[src/rtl/seven_seg_scan_driver.sv]
// Multiplexed N-digit seven-segment scan driver with guard blanking.
// Define SEVSEG_LZB_EN to blank leading zero digits.
module seven_seg_scan_driver #(
  parameter int N_DIGITS    = 4,
  parameter int REFRESH_DIV = 100000,
  parameter int GUARD       = 2,
  parameter int CNT_W       = 17
) (
  input  logic                  clk,
  input  logic                  rst,
  input  logic [4*N_DIGITS-1:0] bcd_in,
  input  logic [N_DIGITS-1:0]   dp_in,
  input  logic                  load,
  output logic [6:0]            seg,
  output logic                  dp,
  output logic [N_DIGITS-1:0]   an
);

  localparam int IDX_W = (N_DIGITS > 1) ? $clog2(N_DIGITS) : 1;
  localparam logic [CNT_W-1:0] CNT_TC = CNT_W'(REFRESH_DIV - 1);
  localparam logic [CNT_W-1:0] CNT_GD = CNT_W'(GUARD);
  localparam logic [IDX_W-1:0] IDX_LAST = IDX_W'(N_DIGITS - 1);

  logic [4*N_DIGITS-1:0] bcd_q, bcd_d;
  logic [N_DIGITS-1:0]   dps_q, dps_d;
  logic [CNT_W-1:0]      cnt_q, cnt_d;
  logic [IDX_W-1:0]      idx_q, idx_d;
  logic [6:0]            seg_q, seg_d;
  logic                  dp_q, dp_d;
  logic [N_DIGITS-1:0]   an_q, an_d;

  logic [N_DIGITS-1:0]   blank;
  logic [3:0]            nib;
  logic [6:0]            glyph;
  logic                  in_guard;
`ifdef SEVSEG_LZB_EN
  logic                  lz_seen;
`endif

  // Shadow capture, prescaler wrap and digit index advance
  always_comb begin
    bcd_d = load ? bcd_in : bcd_q;
    dps_d = load ? dp_in : dps_q;
    cnt_d = cnt_q + 1'b1;
    idx_d = idx_q;
    if (cnt_q == CNT_TC) begin
      cnt_d = '0;
      if (idx_q == IDX_LAST) idx_d = '0;
      else idx_d = idx_q + 1'b1;
    end
  end

  // Leading-zero mask: digits above the top non-zero digit; digit 0 never
  always_comb begin
    blank = '0;
`ifdef SEVSEG_LZB_EN
    lz_seen = 1'b0;
    for (int k = N_DIGITS - 1; k >= 1; k--) begin
      if (bcd_q[4*k +: 4] != 4'd0) lz_seen = 1'b1;
      blank[k] = ~lz_seen;
    end
`endif
  end

  // BCD to active-low segments {g,f,e,d,c,b,a}; 10..15 show a dash
  always_comb begin
    nib = bcd_q[{idx_q, 2'b00} +: 4];
    unique case (nib)
      4'd0:    glyph = 7'b1000000;
      4'd1:    glyph = 7'b1111001;
      4'd2:    glyph = 7'b0100100;
      4'd3:    glyph = 7'b0110000;
      4'd4:    glyph = 7'b0011001;
      4'd5:    glyph = 7'b0010010;
      4'd6:    glyph = 7'b0000010;
      4'd7:    glyph = 7'b1111000;
      4'd8:    glyph = 7'b0000000;
      4'd9:    glyph = 7'b0010000;
      default: glyph = 7'b0111111;
    endcase
  end

  // Next registered outputs; everything dark during the guard interval
  always_comb begin
    in_guard = (cnt_q < CNT_GD);
    an_d     = '1;
    seg_d    = 7'b1111111;
    dp_d     = 1'b1;
    if (!in_guard) begin
      an_d[idx_q] = 1'b0;
      seg_d       = blank[idx_q] ? 7'b1111111 : glyph;
      dp_d        = ~dps_q[idx_q];
    end
  end

  // State and output registers
  always_ff @(posedge clk or posedge rst) begin
    if (rst) begin
      bcd_q <= '0;
      dps_q <= '0;
      cnt_q <= '0;
      idx_q <= '0;
      seg_q <= 7'b1111111;
      dp_q  <= 1'b1;
      an_q  <= '1;
    end else begin
      bcd_q <= bcd_d;
      dps_q <= dps_d;
      cnt_q <= cnt_d;
      idx_q <= idx_d;
      seg_q <= seg_d;
      dp_q  <= dp_d;
      an_q  <= an_d;
    end
  end

  assign seg = seg_q;
  assign dp  = dp_q;
  assign an  = an_q;

endmodule
[config.mk]
export PLATFORM = sky130hd
export DESIGN_NAME = seven_seg_scan_driver
export DESIGN_NICKNAME = d
export VERILOG_FILES = /design/src/rtl/seven_seg_scan_driver.sv
export SDC_FILE = /design/constraint.sdc
export NUM_CORES = 1
export LEC_CHECK = 0
export CORE_MARGIN = 8
export CORE_UTILIZATION = 50
export CTS_BUF_LIST = sky130_fd_sc_hd__clkbuf_4
export DETAILED_ROUTE_END_ITERATION = 7
export GPL_TIMING_DRIVEN = 0
export PLACE_DENSITY = 0.73
export SYNTH_ARGS = -nofsm -noshare
export SYNTH_HDL_FRONTEND = slang
export SYNTH_SLANG_ARGS = --single-unit
[constraint.sdc]
create_clock -name clk -period 5.8 [get_ports clk]
set_input_delay 1.16 -clock clk [delete_from_list [all_inputs] [get_ports clk]]
set_output_delay 1.16 -clock clk [all_outputs]
set_load 0.05 [all_outputs]
==> out/results.tsv <==
metric	value	unit
tightestPinTransition	0.590	ns
synthFlopType	dfrtp_1	
setup_viol	0	
dieWidth	85.1	um
grt_max_degree	32	
cts-buffers-inserted	5	
dp_slack	3.34	ns
reg2regPathDepth	6	
nFillCells	400	
fp.dieH	85.1	um
cp_top_family	buffers and inverters	
hpwl	3.19	mm
synth_fp_nets	223	
setup_slack	2.94	ns
clkSinkCount	51	
min_to	cnt_q[0]$_DFF_PP0_	
hold_path_class	reg -> reg	
synth-async-reset-ratio	100	%
grt_antenna_before_repair	0	
synth-edff-count	0	
cp-end-kind	output port	
run_status	finished clean	
rows	25	
fin_tns_setup	0	ns
rsz0062_at_grt	false	
whs_path_depth	1	
fin_crit	2.86	ns
synth-adder-area-share	5.24	%
final_antenna_net_count	0	
yosys.area_share.xor_xnor	4.76	%
synth_seq_area_share	54.0	%
r2r_slack	3.75	ns
wl_per_cell	15.0	um
dieArea	7250	um^2
cts_root_buffer	clkbuf_4	
ctsResizeCount	0	
yosys.area_share.simple	12.8	%
regArea	1290	um^2
viasPerCell	5.35	
worstSetupPathType	reg -> out	
yosysWarnings	0	
antenna_cells	0	
drcViolationCount	0	
insertion_delay	0.36	ns
wirelength	4.26	mm
timing.final.crit_share	49.3	%
grt_pass1_vias	1576	
synthCells	190	
synth_top_cell_by_area	dfrtp_1	
clock_path_buffers	2	
htree_levels	2	
grt_pass1_wl	7.38	mm
numPortBuffers	33	
slowest_stage	clkdlybuf4s50_1	
start_util	51.3	%
synth_top_family_by_area	multiplexers	
cp_data_required_time	4.64	ns
cp_cell_sequence	clkdlybuf4s50_1	
slowest_delay	0.80	ns
drtPass1Iterations	4	
r2r_end	seg[5]$_DFF_PP1_	
final_area	2850	um^2
leakagePower	1.22	nW
drive_gt1_share	22.9	%
critical_path_buf_inv_count	1	
fmax	0.350	GHz
postCtsHoldBufs	0	
synth-seq-cells	51	
multiInputGateArea	1020	um^2
irDropWorstVdd	153	uV
postCtsSetupBuffers	0	
synthTopCellsByArea	dfrtp_1 (41%), dfstp_2 (13%), mux2_2 (9.9%), ha_1 (5.2%), mux4_1 (3.3%)	
globalRouteTotalUtil	12.9	%
pwr_density_cell	231	nW/um^2
finalClockSkew	0.00863	ns
drt_iter0_markers	86	
syn_area	2390	um^2
report.final.slew_viol_count	0	
max_slew_margin	60.7	%
timing.max_cap.violations	0	
critPathLaunchType	register	
final_nets	264	
boundaryPins	35	
synth-compound-area-share	4.14	%
synth_top_area_share	40.8	%
yosysUniqueCellTypes	34	
placed_area	2810	um^2
crit-reg2reg-launch	idx_q[0]$_DFFE_PP0N_	
cts_tree	built	
hold_start	cnt_q[0]$_DFF_PP0_	
muxShareOfSynthArea	15.7	%
area_growth	19.4	%
gp_congestion	0.777	
vias	1524	
crit_arrival	1.70	ns
worstPathMaxFanout	1	
yosysMostFrequentCell	dfrtp_1	
clk_pin_slew_worst_paths	0.13	ns
synth.avg_cell_area	12.6	um^2
synth_common_cells	dfrtp_1 (39), mux2_2 (21), nand2_1 (15), dfstp_2 (12)	
overflow	0	
coreArea	4660	um^2
finalHoldViolCount	0	
-- state kept, by name (all words and copies together) (netlist names) --
| signal | count |
|---|---|
| cnt_q | 17 |
| bcd_q | 16 |
| seg | 7 |
| an | 4 |
| dps_q | 4 |
| idx_q | 2 |
| dp | 1 |
-- placed cells by master, fill, tap and decap left out, types with 6 or more instances in the layout --
cell type / count
dfrtp_1: 39
clkdlybuf4s50_1: 33
mux2_2: 21
nand2_1: 15
dfstp_2: 12
nor2_1: 10
ha_1: 10
xor2_1: 9
inv_1: 6
a21oi_1: 6
o21ai_0: 6
nand3_1: 6
-- cell families (layout without fill, tap and decap cells) --
group                    count (synthesis)  count (layout)
buffers and inverters                   15              56
XOR/XNOR                                13              13
flip-flops                              51              51
AO/OA/AOI/OAI                           18              18
adder cells (fa/ha/maj)                 10              10
AND/OR/NAND/NOR                         56              56
multiplexers                            27              27
-- worst max path at each step --
stage	slack, ns	endpoint	startpoint	cells after the start
global placement	2.50	bcd_q[8]$_DFFE_PP0P_	rst	2
floorplan	3.43	bcd_q[0]$_DFFE_PP0P_	rst	1
detailed placement	3.34	seg[5]	seg[5]$_DFF_PP1_	1
global route	2.87	seg[3]	seg[3]$_DFF_PP1_	1
finish	2.94	seg[5]	seg[5]$_DFF_PP1_	1
CTS	2.92	seg[5]	seg[5]$_DFF_PP1_	1
-- cell type report --
class,instances,share of cell area [%]
tap,54,2.37
buffer,8,1.84
clock inverter,2,0.307
clock buffer,5,1.32
timing repair buffer,34,12.3
multi-input combinational,124,35.7
sequential,51,45.2
inverter,7,0.921
-- per-layer routing --
layer,track usage [%],up-vias,wire (um)
li1,-,747,-
met1,15.3,738,2020
met2,20.5,32,1970
met3,3.28,7,190
met4,7.77,0,90
met5,0,-,0
-- through the flow --
step	total power [mW]	utilization, %	cells	hold WS (ns)
after floorplan	0.480	-	190	0.446
after global placement	0.519	59.8	277	0.481
after detailed placement	0.524	60.2	278	0.486
after CTS	0.670	61.2	285	0.505
after global routing	0.698	61.2	285	0.525
final	0.659	61.2	285	0.496
-- report_power, final --
group          switching, mW  internal (mW)  total, mW
Sequential           0.00807          0.384      0.392
Combinational         0.0669         0.0561      0.123
Clock                  0.101         0.0432      0.144
Total                  0.176          0.483      0.659
No activity file was read; power rests on OpenSTA's default activity.
==> RTL edit 1: new RTL, same settings <==
The option `SEVSEG_LZB_EN` is turned on by a define.
--- a/src/rtl/seven_seg_scan_driver.sv
+++ b/src/rtl/seven_seg_scan_driver.sv
@@ -1,4 +1,6 @@
 // Multiplexed N-digit seven-segment scan driver with guard blanking.
 // Define SEVSEG_LZB_EN to blank leading zero digits.
+`define SEVSEG_LZB_EN
+
 module seven_seg_scan_driver #(
   parameter int N_DIGITS    = 4,
Function: same outputs for any inputs over 10 cycles, from zero or initial values and one cycle with rst high; that may be too few to reach the edited logic, so the function may still have changed.
==> RTL edit 1 against the unedited design <==
Design area is 4.3% higher; critical endpoint is now an[3]; synthesized area up 3.8%; largest cell class unchanged; register-to-register slack worse by 0.19 ns; total power increased by 2.3%; critical path depth unchanged; hold slack about the same; via count is 8.3% higher; routed wire length is 5.1% higher; final cell count rose by 8.4%; sequential power rose by 1%; clock skew is 0.0041 ns higher; setup slack improved by 0.011 ns; largest power group unchanged; sequential cell count did not move.
==> RTL edit 1: results <==
outcome:
  status: "finished clean"
detailed_routing:
  drc: 0
  routed_wl_um: 4481
  routed_via_density: 5.340
  drtIter0Drc: 49
  dr.pass1.iters: 4
power:
  ir_worst_vdd_mv: 0.1302
  leakage_nw: 1.257
  p_switching_mw: 0.1843
logic_synthesis:
  netlist-cell-type-count: 44
  synth_area_leaders: "dfrtp_1, dfstp_2, mux2_2"
  synth_commonest_cells: "dfrtp_1, mux2_2, nand2_1"
  postSynthCellCount: 199
  synth_nets: 233
  ys.warnings.count: 0
  async_reset_ff_frac: 1.000
  ys_seq_area_frac: 0.5207
global_route:
  track_usage: 0.1322
  grt_pass1_vias: 1662
  antenna_found_initial: 0
  grt_pass1_wl_um: 7859
  grt_max_degree: 31
clocking:
  numCtsBuffers: 5
  clkSlewWorstSetupHoldPaths_ns: 0.14
  cts_htree_levels: 2
  clk_latency_ns: 0.36
  cts_resized: 0
  clockBufferDepth: 2
  post_cts_buffers: 0
  clockRootBuffer: "clkbuf_4"
layout:
  diodes: 0
  n_fill_cell: 405
  drive_gt1_frac: 0.2355
  largest_reg_flops: 17
  regMostFlops: "cnt_q"
  finalNetCount: 275
  layout.cells.non_filler: 309
place:
  place_ws_ns: 3.137
  port_buffers: 34
  postPlaceCellArea_um2: 2924
  dpl.hpwl_um: 3378
  numPlacedInstances: 301
  gp_congestion: 0.8078
setup_path:
  slowest_stage: "clkdlybuf4s50_1"
  critPathTopFamily: "buffers and inverters"
  max_stage_delay_ns: 0.79
  crit_arrival_ns: 1.69
  cp_max_fo: 1
timing:
  finClkSkew_ns: 0.01269
  finalHoldViolations: 0
  slew_headroom: 0.5887
min_path:
  min_path_type: "reg -> reg"
-- RTL edit 1: worst register-to-register path: stages, from the launching register on --
cell,delay (ns)
dfrtp_1,0.51
clkbuf_8,0.24
mux4_2,0.58
inv_1,0.13
ha_1,0.21
nor3_1,0.07
a2111oi_2,0.34
o21bai_1,0.10
-- RTL edit 1: final timing paths --
| kind | from | slack (ns) | cells after the start | end |
|---|---|---|---|---|
| setup reg to reg | idx_q[0] | 3.56 | 7 | seg[4] |
| hold / removal | cnt_q[0] | 0.50 | 1 | cnt_q[0] |
| hold reg to reg | cnt_q[0] | 0.50 | 1 | cnt_q[0] |
| max in group asynchronous | rst | 4.18 | 3 | bcd_q[6] |
| min in group asynchronous | rst | 1.10 | 2 | cnt_q[5] |
| setup / recovery | an[3] | 2.95 | 1 | an[3] |
-- RTL edit 1: power groups by stage --
stage,sequential [mW],combinational (mW),clock [mW]
floorplan,0.433,0.0495,0
global placement,0.402,0.122,0
detailed placement,0.403,0.125,0
CTS,0.396,0.126,0.159
global route,0.399,0.134,0.172
finish,0.396,0.124,0.154
-- RTL edit 1: routing by layer --
layer,up-vias,share of wire,routed length [um],track usage
met5,-,0,0,0
met3,6,0.039,175,0.02079
met2,44,0.47,2101,0.2076
met1,809,0.48,2137,0.1744
met4,0,0.015,67,0.06103
li1,791,-,-,-
-- RTL edit 1: cell families after synthesis --
| group | share of synthesized area |
|---|---|
| AND/OR/NAND/NOR | 0.1423 |
| flip-flops | 0.5207 |
| buffers and inverters | 0.02876 |
| XOR/XNOR | 0.04591 |
| adder cells (fa/ha/maj) | 0.05550 |
| multiplexers | 0.1519 |
| AO/OA/AOI/OAI | 0.05499 |
-- RTL edit 1: area by class of cell --
cell class | instances | area, um2 | share of cell area
Multi-Input combinational cell | 135 | 1117 | 0.3754
Clock buffer | 6 | 45.04 | 0.01513
Clock inverter | 2 | 7.507 | 0.002522
Tap cell | 67 | 83.83 | 0.02816
Timing Repair Buffer | 35 | 360.3 | 0.1211
Buffer | 6 | 45.04 | 0.01513
Inverter | 7 | 26.28 | 0.008827
Sequential cell | 51 | 1291 | 0.4338
==> RTL edit 2: new RTL, config.mk and constraints unchanged <==
Made on the original files. The output `seg` loses its register stage (`seg_q` becomes a continuous assignment).
--- a/src/rtl/seven_seg_scan_driver.sv
+++ b/src/rtl/seven_seg_scan_driver.sv
@@ -101,5 +101,4 @@
       cnt_q <= '0;
       idx_q <= '0;
-      seg_q <= 7'b1111111;
       dp_q  <= 1'b1;
       an_q  <= '1;
@@ -109,9 +108,10 @@
       cnt_q <= cnt_d;
       idx_q <= idx_d;
-      seg_q <= seg_d;
       dp_q  <= dp_d;
       an_q  <= an_d;
     end
   end
+
+  assign seg_q = seg_d;
 
   assign seg = seg_q;
Formal check against the unedited RTL: not equivalent (a bounded check fails within 4 cycles, from zero or initial values and one cycle with rst high).
==> RTL edit 2 against the unedited design <==
Total power decreased by 1.7%; sequential cell count down 7; synthesized area fell by 7.7%; final cell count fell by 3.2%; sequential share of layout area shrank 4.0 points; setup slack worse by 1.4 ns; critical path type unchanged; core utilization up 1.3 points; design area is 6.0% lower; routed wire length grew 1.7%.
==> RTL edit 2: results <==
setup_path:
  r2r-start: "cnt_q[0]"
  worstSetupStartpoint: "idx_q[0]"
  cp_max_fo: 8
  r2r_end: "idx_q[1]"
  max_stage_delay_ns: 0.82
  r2r_slack_ns: 3.78
place:
  place_ws_ns: 1.900
  numPlacedInstances: 268
  dpl.hpwl_um: 3285
  gp_congestion: 0.8708
  postPlaceCellArea_um2: 2601
outcome:
  status: "finished clean"
global_route:
  track_usage: 0.1414
  grt_pass1_vias: 1583
detailed_routing:
  via_count: 1519
  routed_wl_um: 4336
  wl_per_cell_um: 15.71
  drtIter0Drc: 75
layout:
  finalNetCount: 256
  drive_gt1_frac: 0.2098
min_path:
  hold_end: "dps_q[0]"
  hp-start: "dps_q[0]"
power:
  ir_worst_vdd_mv: 0.1471
logic_synthesis:
  avgSynthCellArea_um2: 12.05
  ys_seq_area_frac: 0.5020
  synth_commonest_cells: "dfrtp_1, mux2_2, nand2_1"
  synth_nets: 216
  synth_area_leaders: "dfrtp_1, mux2_2, dfstp_2"
timing:
  slew_headroom: 0.4080
==> RTL edit 2: changes by cell type in the layout (fill, tap and decap cells not counted), sizes merged <==
cell | before | now
clkinv | 2 | 0
bufinv | 0 | 1
buf | 5 | 4
dfstp | 12 | 5
clkbuf | 9 | 11
==> RTL edit 2: cell type report <==
cell class | instances | area, um2
fill | 343 | 1610
sequential | 44 | 1107
multi-input combinational | 124 | 1020
timing repair buffer | 33 | 330.3
tap | 52 | 65.06
clock buffer | 7 | 52.55
buffer | 8 | 52.55
clock inverter | 1 | 30.03
inverter | 7 | 26.28
==> RTL edit 2: power by group <==
group / internal [mW] / leakage, nW / switching (mW)
Sequential: 0.322 / 0.537 / 0.00712
Combinational: 0.0546 / 0.569 / 0.0674
Clock: 0.101 / 0.0463 / 0.0960
Total: 0.477 / 1.15 / 0.171
==> RTL edit 2: critical path, delay by kind of cell, from the launching register on <==
family          cells  cell delay, ns
simple gates        1            0.08
buf+inv             3            1.16
compound gates      2            0.17
mux                 1            0.70
flops               1            0.41
fa+ha+maj           1            0.26
==> RTL edit 2: logic make-up (layout without fill, tap and decap cells) <==
group / Yosys count / count (layout) / synth area share
flip-flops: 44 / 44 / 0.5020
AO/OA/AOI/OAI: 18 / 18 / 0.04481
AND/OR/NAND/NOR: 56 / 56 / 0.1390
XOR/XNOR: 13 / 13 / 0.05162
adder cells (fa/ha/maj): 10 / 10 / 0.05672
buffers and inverters: 15 / 56 / 0.03573
multiplexers: 27 / 27 / 0.1702
==> RTL edit 2: per-layer routing <==
metal / part of all wire / wire length, um / global-route usage / up-vias
li1: - / - / - / 720
met1: 0.45 / 1943 / 0.1705 / 765
met2: 0.50 / 2159 / 0.2357 / 29
met3: 0.043 / 187 / 0.04870 / 5
met4: 0.011 / 46 / 0.03684 / 0
met5: 0 / 0 / 0 / -
==> RTL edit 2: worst max path at each step <==
stage / end / slack [ns] / cells past startpoint
final: seg[3] / 1.51 / 8
after global routing: seg[3] / 1.40 / 8
after CTS: seg[3] / 1.49 / 8
after detailed placement: seg[3] / 1.90 / 8
after global placement: seg[3] / 1.94 / 8
after floorplan: seg[1] / 2.06 / 6
